<file path="config.mk">
export PLATFORM = sky130hd
export DESIGN_NAME = hazard_ctrl_mc
export DESIGN_NICKNAME = d
export VERILOG_FILES = /design/src/rtl/hazard_ctrl_mc.sv
export SDC_FILE = /design/constraint.sdc
export NUM_CORES = 1
export LEC_CHECK = 0
export CORE_MARGIN = 10
export CORE_UTILIZATION = 45
export DETAILED_ROUTE_END_ITERATION = 7
export PLACE_DENSITY = 0.88
export SLEW_MARGIN = 20
export SYNTH_ARGS = -nofsm -noshare
export SYNTH_HDL_FRONTEND = slang
export SYNTH_SLANG_ARGS = --single-unit
</file>
<file path="constraint.sdc">
create_clock -name CPU_CLK -period 3.4 [get_ports CPU_CLK]
set_input_delay 0.68 -clock CPU_CLK [delete_from_list [all_inputs] [get_ports CPU_CLK]]
set_output_delay 0.68 -clock CPU_CLK [all_outputs]
set_load 0.01 [all_outputs]
</file>
<file path="src/rtl/hazard_ctrl_mc.sv">
// hazard_ctrl_mc: multi-cycle hazard controller for the 5-stage RV32I pipeline.
// Produces per-stage stall/flush controls and E-stage forwarding selects. A
// small interlock FSM inserts LOAD_LAT bubbles per load-use hazard. Two
// saturating counters track stall and redirect cycles.
module hazard_ctrl_mc #(
  parameter int REG_AW   = 5,
  parameter int LOAD_LAT = 1,
  parameter int CNT_W    = 16
) (
  input  logic              CPU_CLK,
  input  logic              CPU_RST,
  input  logic              ICacheMiss,
  input  logic              DCacheMiss,
  input  logic              BranchE,
  input  logic              JalrE,
  input  logic              JalD,
  input  logic [REG_AW-1:0] Rs1D,
  input  logic [REG_AW-1:0] Rs2D,
  input  logic [REG_AW-1:0] Rs1E,
  input  logic [REG_AW-1:0] Rs2E,
  input  logic [REG_AW-1:0] RdE,
  input  logic [REG_AW-1:0] RdM,
  input  logic [REG_AW-1:0] RdW,
  input  logic [1:0]        RegReadD,
  input  logic [1:0]        RegReadE,
  input  logic [2:0]        MemToRegE,
  input  logic [2:0]        RegWriteM,
  input  logic [2:0]        RegWriteW,
  output logic              StallF,
  output logic              FlushF,
  output logic              StallD,
  output logic              FlushD,
  output logic              StallE,
  output logic              FlushE,
  output logic              StallM,
  output logic              FlushM,
  output logic              StallW,
  output logic              FlushW,
  output logic [1:0]        Forward1E,
  output logic [1:0]        Forward2E,
  output logic [CNT_W-1:0]  StallCnt,
  output logic [CNT_W-1:0]  RedirCnt
);

  typedef enum logic {RUN, LDUSE} state_t;

  // Bubbles still owed after the first one of a load-use sequence.
  localparam logic [1:0] REM_INIT = 2'(LOAD_LAT - 1);

  state_t           state_p0;
  logic [1:0]       rem_p0;
  logic [CNT_W-1:0] stall_cnt_p0;
  logic [CNT_W-1:0] redir_cnt_p0;

  logic luh;
  logic bubble;
  logic redir;
  logic cancel;

  // Counter increment that sticks at all-ones instead of wrapping.
  function automatic logic [CNT_W-1:0] sat_inc(input logic [CNT_W-1:0] v);
    logic [CNT_W-1:0] one;
    one    = '0;
    one[0] = 1'b1;
    return (v == '1) ? v : v + one;
  endfunction

  // M-stage result beats W-stage result; x0 is never forwarded.
  function automatic logic [1:0] fwd_sel(input logic used, input logic [REG_AW-1:0] rs);
    if (used && (RegWriteM != 3'd0) && (RdM != '0) && (RdM == rs)) return 2'b10;
    if (used && (RegWriteW != 3'd0) && (RdW != '0) && (RdW == rs)) return 2'b01;
    return 2'b00;
  endfunction

  assign luh = (MemToRegE != 3'd0) && (RdE != '0) &&
               ((RegReadD[1] && (Rs1D == RdE)) || (RegReadD[0] && (Rs2D == RdE)));

  assign Forward1E = fwd_sel(RegReadE[1], Rs1E);
  assign Forward2E = fwd_sel(RegReadE[0], Rs2E);

  assign StallCnt = stall_cnt_p0;
  assign RedirCnt = redir_cnt_p0;

  // Priority arbitration of reset, cache misses, redirects and load-use bubbles.
  always_comb begin
    StallF = 1'b0; FlushF = 1'b0;
    StallD = 1'b0; FlushD = 1'b0;
    StallE = 1'b0; FlushE = 1'b0;
    StallM = 1'b0; FlushM = 1'b0;
    StallW = 1'b0; FlushW = 1'b0;
    bubble = 1'b0;
    redir  = 1'b0;
    cancel = 1'b0;
    if (CPU_RST) begin
      FlushF = 1'b1; FlushD = 1'b1; FlushE = 1'b1; FlushM = 1'b1; FlushW = 1'b1;
    end else if (DCacheMiss) begin
      StallF = 1'b1; StallD = 1'b1; StallE = 1'b1; StallM = 1'b1; FlushW = 1'b1;
    end else if (ICacheMiss && (BranchE || JalrE)) begin
      StallF = 1'b1; StallD = 1'b1; StallE = 1'b1; FlushM = 1'b1;
    end else if (BranchE || JalrE) begin
      FlushD = 1'b1; FlushE = 1'b1;
      redir  = 1'b1;
      cancel = 1'b1;
    end else if (ICacheMiss && JalD) begin
      StallF = 1'b1; StallD = 1'b1; FlushE = 1'b1;
    end else if (ICacheMiss) begin
      StallF = 1'b1; FlushD = 1'b1;
    end else if (JalD) begin
      FlushD = 1'b1;
      redir  = 1'b1;
    end else if ((state_p0 == LDUSE) || luh) begin
      StallF = 1'b1; StallD = 1'b1; FlushE = 1'b1;
      bubble = 1'b1;
    end
  end

  // Interlock state, owed-bubble count and saturating performance counters.
  always_ff @(posedge CPU_CLK) begin
    if (CPU_RST) begin
      state_p0     <= RUN;
      rem_p0       <= 2'd0;
      stall_cnt_p0 <= '0;
      redir_cnt_p0 <= '0;
    end else begin
      if (cancel) begin
        state_p0 <= RUN;
        rem_p0   <= 2'd0;
      end else if (bubble) begin
        if (state_p0 == RUN) begin
          if (LOAD_LAT > 1) begin
            state_p0 <= LDUSE;
            rem_p0   <= REM_INIT;
          end
        end else if (rem_p0 == 2'd1) begin
          state_p0 <= RUN;
          rem_p0   <= 2'd0;
        end else begin
          rem_p0 <= rem_p0 - 2'd1;
        end
      end
      if (StallF) stall_cnt_p0 <= sat_inc(stall_cnt_p0);
      if (redir)  redir_cnt_p0 <= sat_inc(redir_cnt_p0);
    end
  end

endmodule

</file>
== After elaboration in Yosys (flattened, before gate mapping) ==
Cells that the tools add are included.

* Bits in registers: 35
* Bits in latches: 0
* Bits in writable memories: 0
* Bits in read-only memories: 0
* Bits of input ports: 55
* Output and inout port bits: 46
* Logic and storage cells: 115
* Memories: 0

* Add/sub/neg operators: 3
* Multiply operators: 0
* Divide/modulo/power cells: 0
* Order comparisons: 0
* Equal/unequal tests: 9
* Shifts and indexed selects: 0
* Multiplexer cells: 66
* Bitwise logic cells: 2
* Reductions and logical operators: 31

{| class="wikitable"
|+ Operators with widths
! operator !! count
|-
| $mux W1 || 57
|-
| $add A16 B1 Y16 const B || 2
|-
| $eq A16 B16 Y1 const B || 2
|-
| $eq A5 B5 Y1 || 6
|-
| $logic_and A1 B1 Y1 || 18
|-
| $mux W2 || 9
|-
| $reduce_bool A5 Y1 || 3
|-
| $reduce_bool A3 Y1 || 3
|-
| $reduce_and A2 Y1 || 3
|-
| $logic_or A1 B1 Y1 || 3
|-
| $eq A2 B1 Y1 const B || 1
|-
| $not A1 Y1 || 2
|-
| $reduce_or A2 Y1 || 1
|-
| $sub A2 B1 Y2 const B || 1
|}

== Logic depth before layout (Yosys ltp) ==
Gate-level depths: netlist (run 1).

* Word-level depth: 14
* Depth in mapped cells: 9
* Gate-level depth less buffers: 7

== Worst setup path before layout (run 1) ==
Ideal clock, no wire load.

* Path type: input to output
* From: input port RdM[1]
* To: output port Forward2E[0]
* Data arrival time: 1.824 ns
* Required time: 2.720 ns
* Setup slack: 0.896 ns
* Stages: 4
* Buffers on the path: 0
* Cells stage by stage: or4_1 -> o32ai_1 -> nor3_1 -> nor3_1

* Cells in the longest elaborated chain, start to end: 5
* Elaborated cells on any way between the ends: 6
* Those cells by class: eq/ne (1); mux (2); reduce/logical (3)

{| class="wikitable"
|+ Ends and longest elaborated chain
! what !! line !! RTL
|-
| start: declaration || 22 || <nowiki>input logic [REG_AW-1:0] RdM,</nowiki>
|-
| $reduce_bool A5 Y1 || 70 || <nowiki>if (used && (RegWriteM != 3'd0) && (RdM != '0) && (RdM == rs)) return 2'b10;</nowiki>
|-
| $logic_and A1 B1 Y1 || 70 ||
|-
| $logic_and A1 B1 Y1 * || 70 ||
|-
| $mux W1 * || 70 ||
|-
| $mux W2 * || 71 || <nowiki>if (used && (RegWriteW != 3'd0) && (RdW != '0) && (RdW == rs)) return 2'b01;</nowiki>
|-
| end: declaration || 40 || <nowiki>output logic [1:0] Forward2E,</nowiki>
|}

Mark *: on every way between the ends. The rest lies on a longest branch, timed or not.

== Final worst setup path (run 1) ==
* From: input port RdE[1]
* To: output port FlushE

* Cells in the longest elaborated chain, start to end: 13
* Elaborated cells on any way between the ends: 17
* Those cells by class: eq/ne (2); mux (8); reduce/logical (7)

{| class="wikitable"
|+ Ends and longest elaborated chain
! what !! line !! RTL
|-
| start: declaration || 21 || <nowiki>input logic [REG_AW-1:0] RdE,</nowiki>
|-
| $eq A5 B5 Y1 || 76 || <nowiki>((RegReadD[1] && (Rs1D == RdE)) || (RegReadD[0] && (Rs2D == RdE)));</nowiki>
|-
| $logic_and A1 B1 Y1 || 76 ||
|-
| $logic_or A1 B1 Y1 || 76 ||
|-
| $logic_and A1 B1 Y1 * || 75 || <nowiki>assign luh = (MemToRegE != 3'd0) && (RdE != '0) &&</nowiki>
|-
| $logic_or A1 B1 Y1 * || 111 || <nowiki>end else if ((state_p0 == LDUSE) || luh) begin</nowiki>
|-
| $mux W1 * || 111 ||
|-
| $mux W1 * || 108 || <nowiki>end else if (JalD) begin</nowiki>
|-
| $mux W1 * || 106 || <nowiki>end else if (ICacheMiss) begin</nowiki>
|-
| $mux W1 * || 104 || <nowiki>end else if (ICacheMiss && JalD) begin</nowiki>
|-
| $mux W1 * || 100 || <nowiki>end else if (BranchE || JalrE) begin</nowiki>
|-
| $mux W1 * || 98 || <nowiki>end else if (ICacheMiss && (BranchE || JalrE)) begin</nowiki>
|-
| $mux W1 * || 96 || <nowiki>end else if (DCacheMiss) begin</nowiki>
|-
| $mux W1 * || 94 || <nowiki>if (CPU_RST) begin</nowiki>
|-
| end: declaration || 34 || <nowiki>output logic FlushE,</nowiki>
|}

Marks and branches as above.

==> summary by stage, run 1 <==
Power
Net switching is 24.56% of the power. The internal power of the cells totals 0.0007698 W. The power share of the clock group is 38.6%.

Summed over all cells, the static leakage comes to 1.225 nW. Per report_power, the sequential group accounts for 41.0% of the total. After layout, the design draws a total of 0.001020 W. Of the total power, combinational logic draws 20.4%. The net switching power of the design is 0.0002506 W. The total power density per cell area is 289.5 mW/mm^2. The worst voltage drop across the vdd grid is 0.3002 mV.

Routing
The count of TritonRoute iterations in the first routing pass is 4. The starting DRC count in detailed routing is 107. The count of nets left with antenna violations once routing finished came out at 0.

The total wire length is 7.599 mm. For this run, design rule violations remaining after detail routing come to 0. The total via count in the routed design is 2,531.

The mean number of vias per cell is 5.550. The average wire per cell in the routed design is 16.66 um.

Setup path
For flop-to-flop paths, the worst setup slack is 930 ps. The longest individual stage delay on the worst path is 560 ps. The largest driver fanout on the critical path is 3. The startpoint identified for the worst register-to-register timing path is StallCnt[4].

Counting cells, the worst reg-to-reg path comes to 7. The launch point of the critical path is RdE[1]. The slowest stage cell on the critical path is sky130_fd_sc_hd__or4_1. Data on the critical path arrives at its endpoint at 2690 ps. The data required time of the critical path is 2720 ps. The worst register-to-register path ends at StallCnt[1].

The worst setup path is launched from an input port. STA classifies the critical path endpoint as an output port. The family of cells with the greatest summed delay on the critical path is buffers and inverters. Traced cell by cell, the critical path runs through clkdlybuf4s50_1, or4_1, o32ai_2, o21bai_1, a311oi_1, nor2_1, dlygate4sd2_1. The number of buffer and inverter stages on the critical path is 2.

The startpoint-to-endpoint class of the critical path is in2out.

Synthesis
The simple logic cell fraction of the synthesized area is 27.55%. Synthesis produced a netlist with a net count of 337. The number of flip-flops and latches in the synthesized netlist is 35. Yosys attributes the largest share of cell area to sky130_fd_sc_hd__dfxtp_1 31%, sky130_fd_sc_hd__xor2_1 8.9%, sky130_fd_sc_hd__xnor2_1 7.8%, sky130_fd_sc_hd__nand4_1 4.2%, sky130_fd_sc_hd__a21oi_1 4.0%. The distinct cell type count after synthesis is 43.

Of all flip-flops after synthesis, the portion carrying an async set or reset was 0%. The parity-gate share of the synthesized area counting xor and xnor cells is 16.69%. The area fraction of the dominant cell type after synthesis is 31.04%. Of the total synthesized cell area, the portion taken by full adders, half adders and majority gates is 2.772%.

The Yosys warning count is 0. The most used flip-flop cell after synthesis is sky130_fd_sc_hd__dfxtp_1. Summing the areas of all compound-gate instances in the mapped netlist gives 15.85% of the synthesized area.

Summing every instance area after synthesis gives 0.002257 mm^2. For this run, the register share of the synthesized area comes to 31.04%. Dividing the synthesized area by the synthesized cell count gives 8.149 um^2.

Synthesis handed over a netlist of 277 instances. In the synthesized netlist, mux cells make up 1.774% of the area. The combinational family with the most area after synthesis is simple AND/OR/NAND/NOR gates. The leading area contributor after synthesis is sky130_fd_sc_hd__dfxtp_1.

The synthesized design contains 0 enable-type register cells.

STA
The final-layout setup total negative slack is 0 ps. The final-layout worst hold slack is 475.3 ps. The final count of hold timing violations is 0. The final number of max-transition violations is 0. Clock skew on the completed layout was measured at 4.668 ps. The share of the cycle needed by the critical path after routing is 99.15%. The transition time at the pin with the least slew margin is 701.0 ps. Derived from the worst setup path, the maximum achievable clock frequency is 0.2967 GHz. Setup repair after global routing could not meet its margin everywhere. The tightest slew margin relative to the limit is 52.98%. Setup violations remaining at the end of the flow were counted as 0. The clock period minus final worst setup slack is 3371 ps.

Die
The area of the core is 0.004786 mm^2. Measured along the x axis, the die boundary spans 90.83 um. The vertical extent of the die is 90.83 um. The initial utilization of the core area, before any placement, comes to 47.16%. In this run the core area contains 25 standard-cell rows. The die covers 0.008249 mm^2. During I/O placement, the number of pins put on the boundary was 101.

Final layout
The final core utilization is 73.65%. The multi-input combinational cells in the finished layout cover a total of 0.001481 mm^2. The share of final-layout standard cells stronger than drive strength 1 is 8.226%. The sequential cell area in the final layout is 700.7 um^2. Compared with the post-synthesis result, the final layout area differs by 56.15%.

The layout net count is 448. After filler insertion, the fill cell instance count of the layout stands at 372. 0 antenna diodes ended up in the layout.

Worst hold path
The number of instances on the worst hold path is 2. For hold timing, the worst endpoint is state_p0. The startpoint identified for the worst hold timing path is state_p0. The kind of path behind the tightest hold check is reg2reg.

CTS
The clock transition at the registers of the reported paths is 70 ps. The insertion delay to the later sink of the worst-skew pair is 290 ps. The TritonCTS clock tree is done.

The cell chosen for the clock root is sky130_fd_sc_hd__clkbuf_8. CTS built an H-tree with a depth of 2. The number of buffers created by CTS is 5.

The clock passes through at most 2 buffers. The number of setup buffers added after CTS is 0. The number of clock sinks is 35.

GRT
Entering global routing, the biggest net connects 29 pins. Global routing consumed, over all layers together, 17.85% of the routing resources. Global routing finished with a remaining overflow of 0. The number of antenna violations at the first check in global routing is 0. The number of global-route vias before repair came to 2,567. The first global-routing pass estimated 12.41 mm of wire.

Place
The placed wire-length estimate is 5.995 mm. The final weighted congestion in routability-driven placement is 0.8763. The total of buffers placed on input and output ports is 99.

Outcome
The flow ran to the end, and the final reports show no timing, DRC or antenna violations.

Run
The reported max-cap violation count is 0.
timing repair:
action	in CTS	in global routing
gates resized for setup	5	6
setup endpoints to repair	5	5
pin swaps	2	3
hold buffers	0	0
state kept, by name (all words and copies together), names as in the netlist:
| register | cells |
|---|---|
| RedirCnt | 16 |
| rem_p0 | 2 |
| state_p0 | 1 |
| StallCnt | 16 |
power by group through the flow:
| stage | combinational [W] | clock, W | sequential, W |
|---|---|---|---|
| after CTS | 0.000209 | 0.000398 | 0.000418 |
| after global routing | 0.000225 | 0.000413 | 0.000419 |
| final | 0.000208 | 0.000394 | 0.000418 |
| after global placement | 0.000203 | 0 | 0.000427 |
| after detailed placement | 0.000208 | 0 | 0.000428 |
| after floorplan | 0.0000810 | 0 | 0.000429 |
Yosys cell counts, types with 2 or more instances:
cell and number:
sky130_fd_sc_hd__o31ai_2 2, sky130_fd_sc_hd__o31a_1 2, sky130_fd_sc_hd__xor2_1 23, sky130_fd_sc_hd__a21oi_1 18, sky130_fd_sc_hd__xnor2_1 20, sky130_fd_sc_hd__nor3_1 9
sky130_fd_sc_hd__inv_1 9, sky130_fd_sc_hd__o21a_1 3, sky130_fd_sc_hd__dfxtp_1 35, sky130_fd_sc_hd__nor2_1 24, sky130_fd_sc_hd__buf_2 2, sky130_fd_sc_hd__o31ai_1 5
sky130_fd_sc_hd__nand2_1 17, sky130_fd_sc_hd__o21ai_0 9, sky130_fd_sc_hd__o311ai_0 2, sky130_fd_sc_hd__mux2i_1 4, sky130_fd_sc_hd__o32ai_1 3, sky130_fd_sc_hd__or4_1 8
sky130_fd_sc_hd__nand4_1 15, sky130_fd_sc_hd__clkbuf_1 4, sky130_fd_sc_hd__nand3_1 14, sky130_fd_sc_hd__and4_1 2, sky130_fd_sc_hd__o41ai_1 3, sky130_fd_sc_hd__ha_1 5
sky130_fd_sc_hd__buf_4 2, sky130_fd_sc_hd__or3_1 11, sky130_fd_sc_hd__nor4_1 10
worst max-delay path by stage:
| stage | end | cells after the start |
|---|---|---|
| 2_1_floorplan | Forward2E[0] | 4 |
| 3_3_place_gp | StallD | 8 |
| 3_5_place_dp | FlushE | 7 |
| 4_1_cts | FlushE | 7 |
| 5_1_grt | FlushE | 9 |
| 6_report | FlushE | 7 |
metrics by stage:
step	instance area, um^2	worst slack [ps]	instances
final	3525	29.07	456
after global routing	3525	-33.36	456
after CTS	3518	-18.34	456
after detailed placement	3390	-267.6	448
after global placement	3390	-209.1	448
after floorplan	2257	896.2	277
placed cells by master (no fill, tap or decap), drive strengths merged, types with 2 or more instances in the layout:
cell type / n
clkdlybuf4s50: 94
dfxtp: 35
nor2: 25
xor2: 23
xnor2: 20
a21oi: 18
nand2: 17
nand4: 15
buf: 15
nand3: 14
or3: 11
nor4: 10
inv: 9
nor3: 9
o21ai: 9
or4: 8
clkbuf: 7
o31ai: 7
ha: 5
mux2i: 4
o21a: 3
o41ai: 3
o32ai: 3
clkinv: 2
and4: 2
o31a: 2
o311ai: 2
dlymetal6s2s: 2
or4b: 2
worst register-to-register path, stage by stage, from the launching register on:
cell and delay, ps:
sky130_fd_sc_hd__dfxtp_1 440, sky130_fd_sc_hd__nand4_1 270, sky130_fd_sc_hd__nor4_1 480, sky130_fd_sc_hd__or3_1 170, sky130_fd_sc_hd__o21a_1 470, sky130_fd_sc_hd__buf_4 290, sky130_fd_sc_hd__mux2i_1 200, sky130_fd_sc_hd__nor2_1 50
cell families (layout without fill, tap and decap cells):
family                     Yosys count  count (layout)
and+or+nand+nor                    116             116
adders and majority gates            5               5
AOI/OAI and AO/OA                   53              53
buffers and inverters               20             132
other                                1               1
xor gates and xnor gates            43              43
muxes                                4               4
DFF                                 35              35
final cells by class:
cell class	count	area share, %
Multi-Input combinational cell	222	42.03
Timing Repair Buffer	114	31.27
Sequential cell	35	19.88
Tap cell	67	2.378
Clock buffer	6	2.343
Inverter	10	1.100
Clock inverter	2	0.9940
routing by layer:
layer / GRT usage [%] / up-vias / part of all wire, %
met5: 0 / - / 0
met4: 5.091 / 0 / 1.7
met3: 4.655 / 11 / 6.3
met2: 30.35 / 97 / 47
met1: 21.48 / 1172 / 46
li1: - / 1251 / -
No activity file was read; power rests on OpenSTA's default activity.
==> run 2, diff against run 1 <==
--- a/config.mk
+++ b/config.mk
@@ -5,9 +5,11 @@
 export SDC_FILE = /design/constraint.sdc
 export NUM_CORES = 1
 export LEC_CHECK = 0
+export CAP_MARGIN = 0
 export CORE_MARGIN = 10
 export CORE_UTILIZATION = 45
 export DETAILED_ROUTE_END_ITERATION = 7
+export GPL_TIMING_DRIVEN = 0
 export PLACE_DENSITY = 0.88
 export SLEW_MARGIN = 20
 export SYNTH_ARGS = -nofsm -noshare
==> summary by stage, run 2 (synthesized netlist as in run 1, its figures left out) <==
STA
Timing would allow up to 0.3038 GHz. At the pin with the least slew margin, the transition time is 651.9 ps. The final count of hold timing violations is 0. The total of endpoints with negative setup slack in the final report is 0. The clock period minus final worst setup slack is 3291 ps. The final critical-path setup slack is 108.6 ps. The final number of max-transition violations is 0. The tightest slew margin relative to the limit is 56.28%. After layout, the worst path uses 96.81% of the clock period. Setup repair after global routing left no endpoint under its margin. Across the routed clock network, the largest skew measured is 5.535 ps.

Setup path
The critical path is of the in2out type. For the worst setup path, the data required time is 2720 ps. The endpoint arrival time on the critical path is 2610 ps. The endpoint kind of the worst setup timing path is an output port. The kind of start point of the critical path is an input port. The largest driver fanout on the critical path is 3. Walking the worst path, the cells encountered are clkdlybuf4s50_1, xor2_1, nor4_2, a32oi_2, o21bai_2, buf_4, buf_4, nand3_1, a21oi_2, buf_2.

The family of cells with the greatest summed delay on the critical path is buffers and inverters. The most frequent cell on the critical path is sky130_fd_sc_hd__buf_4. The slowest stage cell on the critical path is sky130_fd_sc_hd__clkdlybuf4s50_1. In this design, the stage delay of the slowest critical-path cell is 480 ps. The worst setup slack for register-to-register paths is 1080 ps.

The number of buffer and inverter stages on the critical path is 4.

Final layout
The layout net count is 446. In the final layout, the multi-input gates occupy 0.001504 mm^2. Leaving out fill and tap cells, the most frequent cell in the layout is sky130_fd_sc_hd__clkdlybuf4s50_1. The finished cells cover 0.003468 mm^2. Fill cells in the final layout number 392. In the layout the commonest cells are 90 x sky130_fd_sc_hd__clkdlybuf4s50_1, 35 x sky130_fd_sc_hd__dfxtp_1, 24 x sky130_fd_sc_hd__nor2_1. The number of antenna cells inserted is 0.

The area added between synthesis and finish is 53.66%. The share of final-layout standard cells stronger than drive strength 1 is 7.235%. In the final layout, flip-flops and latches occupy 700.7 um^2.

Die
The count of boundary I/O pins is 101. The area of the die is 0.008249 mm^2. The floorplan step set the die width to 90.83 um. The starting density of the core is 47.16%. The region available for standard cell placement spans 0.004786 mm^2.

The floorplan has 25 rows. The die is 90.83 um tall.

Routing
The starting DRC count in detailed routing is 146. The count of TritonRoute iterations in the first routing pass is 4. In this run the remaining antenna-violating nets after routing total 0. The total via count in the routed design is 2,527. In the routed design, unresolved DRC markers number 0. The total wire length is 7.772 mm.

The average wire per cell in the routed design is 17.12 um. The mean number of vias per cell is 5.566.

Place
The instance area after placement is 0.003322 mm^2. Before CTS, the worst setup slack after placement is -280.0 ps. The total of buffers placed on input and output ports is 98. The placed wire-length estimate is 6.042 mm. The final weighted congestion in routability-driven placement is 0.9075.

CTS
The number of buffers created by CTS is 5. The number of clock sinks is 35. TritonCTS built the clock tree. The insertion delay to the later sink of the worst-skew pair is 280 ps. The clock passes through at most 2 buffers.

The cell chosen for the clock root is sky130_fd_sc_hd__clkbuf_8. Clock-pin slew was measured on the worst setup and hold paths at 70 ps. The maximum level of the CTS H-tree is 2.

Power
In this run the static leakage power is 1.181 nW. The total power density per cell area is 263.4 mW/mm^2. IR analysis of the VDD net gives a maximum drop of 0.2643 mV.

GRT
The largest net degree at the start of global routing is 11. The total routing usage reported by global routing is 17.90%. The first global-routing pass estimated 12.41 mm of wire. The number of antenna violations at the first check in global routing is 0. After global routing the overflow that remains totals 0. The number of global-route vias before repair is 2,463.

Run
The reported max-cap violation count is 0.

Worst hold path
The tightest min-delay check is of the reg2reg type.

Outcome
The flow ran to the end, and the final reports show no timing, DRC or antenna violations.
run 2: cell count changes in the layout (fill, tap and decap cells not counted), sizes merged:
cell | before | now
buf | 15 | 11
clkbuf | 7 | 11
clkdlybuf4s50 | 94 | 90
dlygate4sd2 | 1 | 5
bufinv | 1 | 0
clkdlybuf4s15 | 1 | 0
run 2: where the power goes:
group	total [W]	internal [W]	leakage (nW)	switching, W
logic	0.000208	0.000114	0.856	0.0000932
clock network	0.000287	0.000144	0.0422	0.000143
registers	0.000419	0.000413	0.282	0.00000567
total	0.000914	0.000671	1.18	0.000242
run 2: tightest hold or removal path, cell delays in order (launching register included):
cell                      delay [ps]
sky130_fd_sc_hd__dfxtp_1         340
sky130_fd_sc_hd__nand2_1          70
sky130_fd_sc_hd__nor2_1           30
run 2: layout make-up:
type                            count  share of cell area (%)
Clock buffer                        7                   2.201
Inverter                           10                   1.118
Tap cell                           67                   2.417
Multi-Input combinational cell    222                   43.36
Buffer                             10                   1.587
Sequential cell                    35                   20.20
Timing Repair Buffer              102                   28.97
Clock inverter                      1                  0.1443
run 2: timing repair:
action | 4_1_cts | 5_1_grt
setup buffers | 2 | 2
setup endpoints to repair | 5 | 2
pin swaps | 5 | 5
resized for setup | 11 | 7
hold buffers | 0 | 0
run 2: worst paths after layout:
check	start	to	cells past startpoint
max	RdE[4]	StallD	10
min	state_p0	state_p0	2
max reg2reg	StallCnt[0]	StallCnt[9]	8
min reg2reg	state_p0	state_p0	2
run 2: metal layers:
| metal | wire length, um | up-vias | share of wire [%] | global-route usage, % |
|---|---|---|---|---|
| li1 | - | 1245 | - | - |
| met1 | 3576 | 1168 | 46 | 22.53 |
| met2 | 3599 | 109 | 46 | 30.05 |
| met3 | 539 | 5 | 6.9 | 4.239 |
| met4 | 57 | 0 | 0.73 | 3.916 |
| met5 | 0 | - | 0 | 0 |
run 2: metrics by stage:
| step | util (%) | power (W) | TNS, ps | hold WS [ps] | instances |
|---|---|---|---|---|---|
| finish | 72.47 | 0.0009136 | 0 | 476.2 | 454 |
| global route | 72.47 | 0.0009575 | 0 | 480.3 | 454 |
| CTS | 71.69 | 0.0009169 | -145.4 | 463.9 | 452 |
| detailed placement | 69.41 | 0.0006286 | -959.5 | 453.9 | 442 |
| global placement | 69.41 | 0.0006243 | -721.9 | 442.9 | 442 |
| floorplan | - | 0.0005095 | 0 | 430.5 | 277 |
==> run 3, diff against run 2 <==
==> constraint.sdc (replaced) <==
create_clock -name CPU_CLK -period 3.4 [get_ports CPU_CLK]
set_input_delay 0.85 -clock CPU_CLK [delete_from_list [all_inputs] [get_ports CPU_CLK]]
set_output_delay 0.85 -clock CPU_CLK [all_outputs]
set_load 0.01 [all_outputs]
==> summary by stage, run 3 (synthesized netlist as in run 1, its figures left out) <==
STA
The final-layout setup total negative slack is 0 ps. The clock period minus final worst setup slack is 3344 ps. At the pin with the least slew margin, the transition time is 658.0 ps.

The total of endpoints with negative setup slack in the final report is 0. The achievable frequency is 0.2991 GHz. Measured against its own limit, the worst slew margin works out to 55.87%. The final critical path takes up 98.34% of the cycle. The final critical-path setup slack is 56.44 ps. Setup repair after global routing could not meet its margin everywhere.

The final count of hold timing violations is 0. The clock arrives with 5.483 ps of skew. The final number of max-transition violations is 0.

Power
The worst voltage drop across the vdd grid is 0.2634 mV. Cell internal power was estimated by the tool at 0.0006662 W. The share of power burned in combinational logic is 22.5%. For this design the total switching power over the nets is 0.0002441 W. The power share of the clock group is 31.4%. The total power density per cell area is 262.6 mW/mm^2. The overall power consumption is 0.0009103 W.

For this design the static power due to leakage is 1.211 nW. Registers are responsible for 46.0% of the overall power. Net switching is 26.81% of the power.

CTS
Clock-pin slew was measured on the worst setup and hold paths at 70 ps. The TritonCTS clock tree is done. The clock drives 35 sinks.

The maximum buffer depth of the clock tree is 2. The insertion delay to the later sink of the worst-skew pair is 280 ps. The maximum level of the CTS H-tree is 2. The cell chosen for the clock root is sky130_fd_sc_hd__clkbuf_8. Clock tree synthesis inserted a total of 5 buffers.

Place
The worst slack at placement is -620.0 ps. The final weighted congestion in routability-driven placement is 0.9075. The total of buffers placed on input and output ports is 98. The instance area after placement is 0.003322 mm^2. The placed wire-length estimate is 6.042 mm.

Setup path
Of all nets on the critical path, the largest fanout is 3. The slowest stage cell on the critical path is sky130_fd_sc_hd__clkdlybuf4s50_1. The longest individual stage delay on the worst path is 420 ps. The critical path goes through clkdlybuf4s50_1, xnor2_1, a32oi_2, o21bai_1, buf_4, a311oi_4, nor2_1, buf_2. Data arrives at the worst endpoint at 2490 ps. The data required time of the critical path is 2550 ps. The kind of start point of the critical path is an input port. The endpoint kind of the worst setup timing path is an output port. The critical path is of the in2out type.

The number of buffer and inverter stages on the critical path is 3. The kind of cell with the highest combined delay along the critical path is buffers and inverters.

Routing
The detail route stage leaves a number of antenna-violating nets equal to 0. For this run, design rule violations remaining after detail routing come to 0. The detailed router finished its first iteration with 147 violations.

In the final routed layout, each cell accounts on average for 16.91 um. Summing over every cut layer, the via total after detailed routing is 2,538. The routed design has 7.675 mm of wire.

The mean number of vias per cell is 5.590. For this run, the detailed router's first-pass iteration total came to 4.

GRT
The wire length of the first global-routing pass is 12.43 mm. The number of global-route vias before repair is 2,453. The number of antenna violations at the first check in global routing was 0. The aggregate global routing overflow is 0.

Entering global routing, the biggest net connects 11 pins. The total routing usage reported by global routing is 17.91%.

Die
The die covers 0.008249 mm^2. The starting density of the core is 47.16%. The die boundary width is 90.83 um. The vertical extent of the die is 90.83 um.

The count of boundary I/O pins is 101. The core region is 0.004786 mm^2. The floorplan has 25 rows.

Final layout
The number of antenna cells inserted is 0. The final layout contains 446 nets. The most common library cell in the layout ignoring fill and taps is sky130_fd_sc_hd__clkdlybuf4s50_1. The finished layout cell area is 0.003467 mm^2. The share of final-layout standard cells stronger than drive strength 1 is 10.85%.

Leaving out fill and tap cells, the most frequent cells in the layout are 73 x sky130_fd_sc_hd__clkdlybuf4s50_1, 35 x sky130_fd_sc_hd__dfxtp_1, 24 x sky130_fd_sc_hd__nor2_1. The area added between synthesis and finish is 53.60%. The filler cell count in the final layout is 389.

Outcome
The run finished with clean final reports.

Worst hold path
The min-delay analysis places its worst path in the category reg2reg.

Run
The tool flagged a number of max-cap violations equal to 0.
-- run 3: cell count changes in the layout (fill, tap and decap cells not counted), sizes merged --
cell	delta
dlymetal6s2s	+2
dlygate4sd2	+4
clkdlybuf4s50	-17
clkdlybuf4s15	+2
buf	+3
clkbuf	+6
-- run 3: timing repair --
item / in CTS / in global routing
hold buffers: 0 / 0
endpoints found under the setup margin: 8 / 5
pin swaps: 8 / 10
buffers inserted: 3 / 1
gates resized for setup: 45 / 23
-- run 3: final timing paths --
check	startpoint	endpoint	slack (ps)	cells after the start
max	Rs1D[0]	FlushE	60	8
min	state_p0	state_p0	470	2
max reg2reg	StallCnt[5]	StallCnt[12]	1050	7
min reg2reg	state_p0	state_p0	470	2
-- run 3: worst min-delay path, stage by stage, from the launching register on --
cell and delay, ps:
sky130_fd_sc_hd__dfxtp_1 330, sky130_fd_sc_hd__nand2_1 60, sky130_fd_sc_hd__nor2_1 30
-- run 3: area by class of cell --
cell class                 instances  area [um^2]  share of cell area (%)
buffer                            10        55.05                   1.588
clock buffer                       7        76.32                   2.201
clock inverter                     1        5.005                  0.1444
inverter                          10        38.79                   1.119
multi-input combinational        222         1546                   44.60
sequential                        35        700.7                   20.21
tap                               67        83.83                   2.418
timing repair buffer             102        960.9                   27.72
-- run 3: metrics by stage --
stage / util [%] / std cells / hold slack, ps
after floorplan: - / 277 / 430.5
after global placement: 69.41 / 442 / 442.9
after detailed placement: 69.41 / 442 / 453.9
after CTS: 71.79 / 453 / 463.9
after global routing: 72.44 / 454 / 483.1
final: 72.44 / 454 / 468.8
-- run 3: power by group through the flow --
stage          registers [W]  clock network [W]  logic (W)
3_5_place_dp        0.000428                  0   0.000201
2_1_floorplan       0.000429                  0  0.0000810
3_3_place_gp        0.000428                  0   0.000197
4_1_cts             0.000419           0.000295   0.000200
5_1_grt             0.000420           0.000313   0.000221
6_report            0.000419           0.000286   0.000205
-- run 3: routing by layer --
metal / global-route usage [%] / part of all wire [%] / vias to the layer above
met4: 3.916 / 0.82 / 0
met2: 30.17 / 47 / 103
li1: - / - / 1247
met1: 22.43 / 45 / 1181
met3: 4.323 / 6.6 / 7
met5: 0 / 0 / -
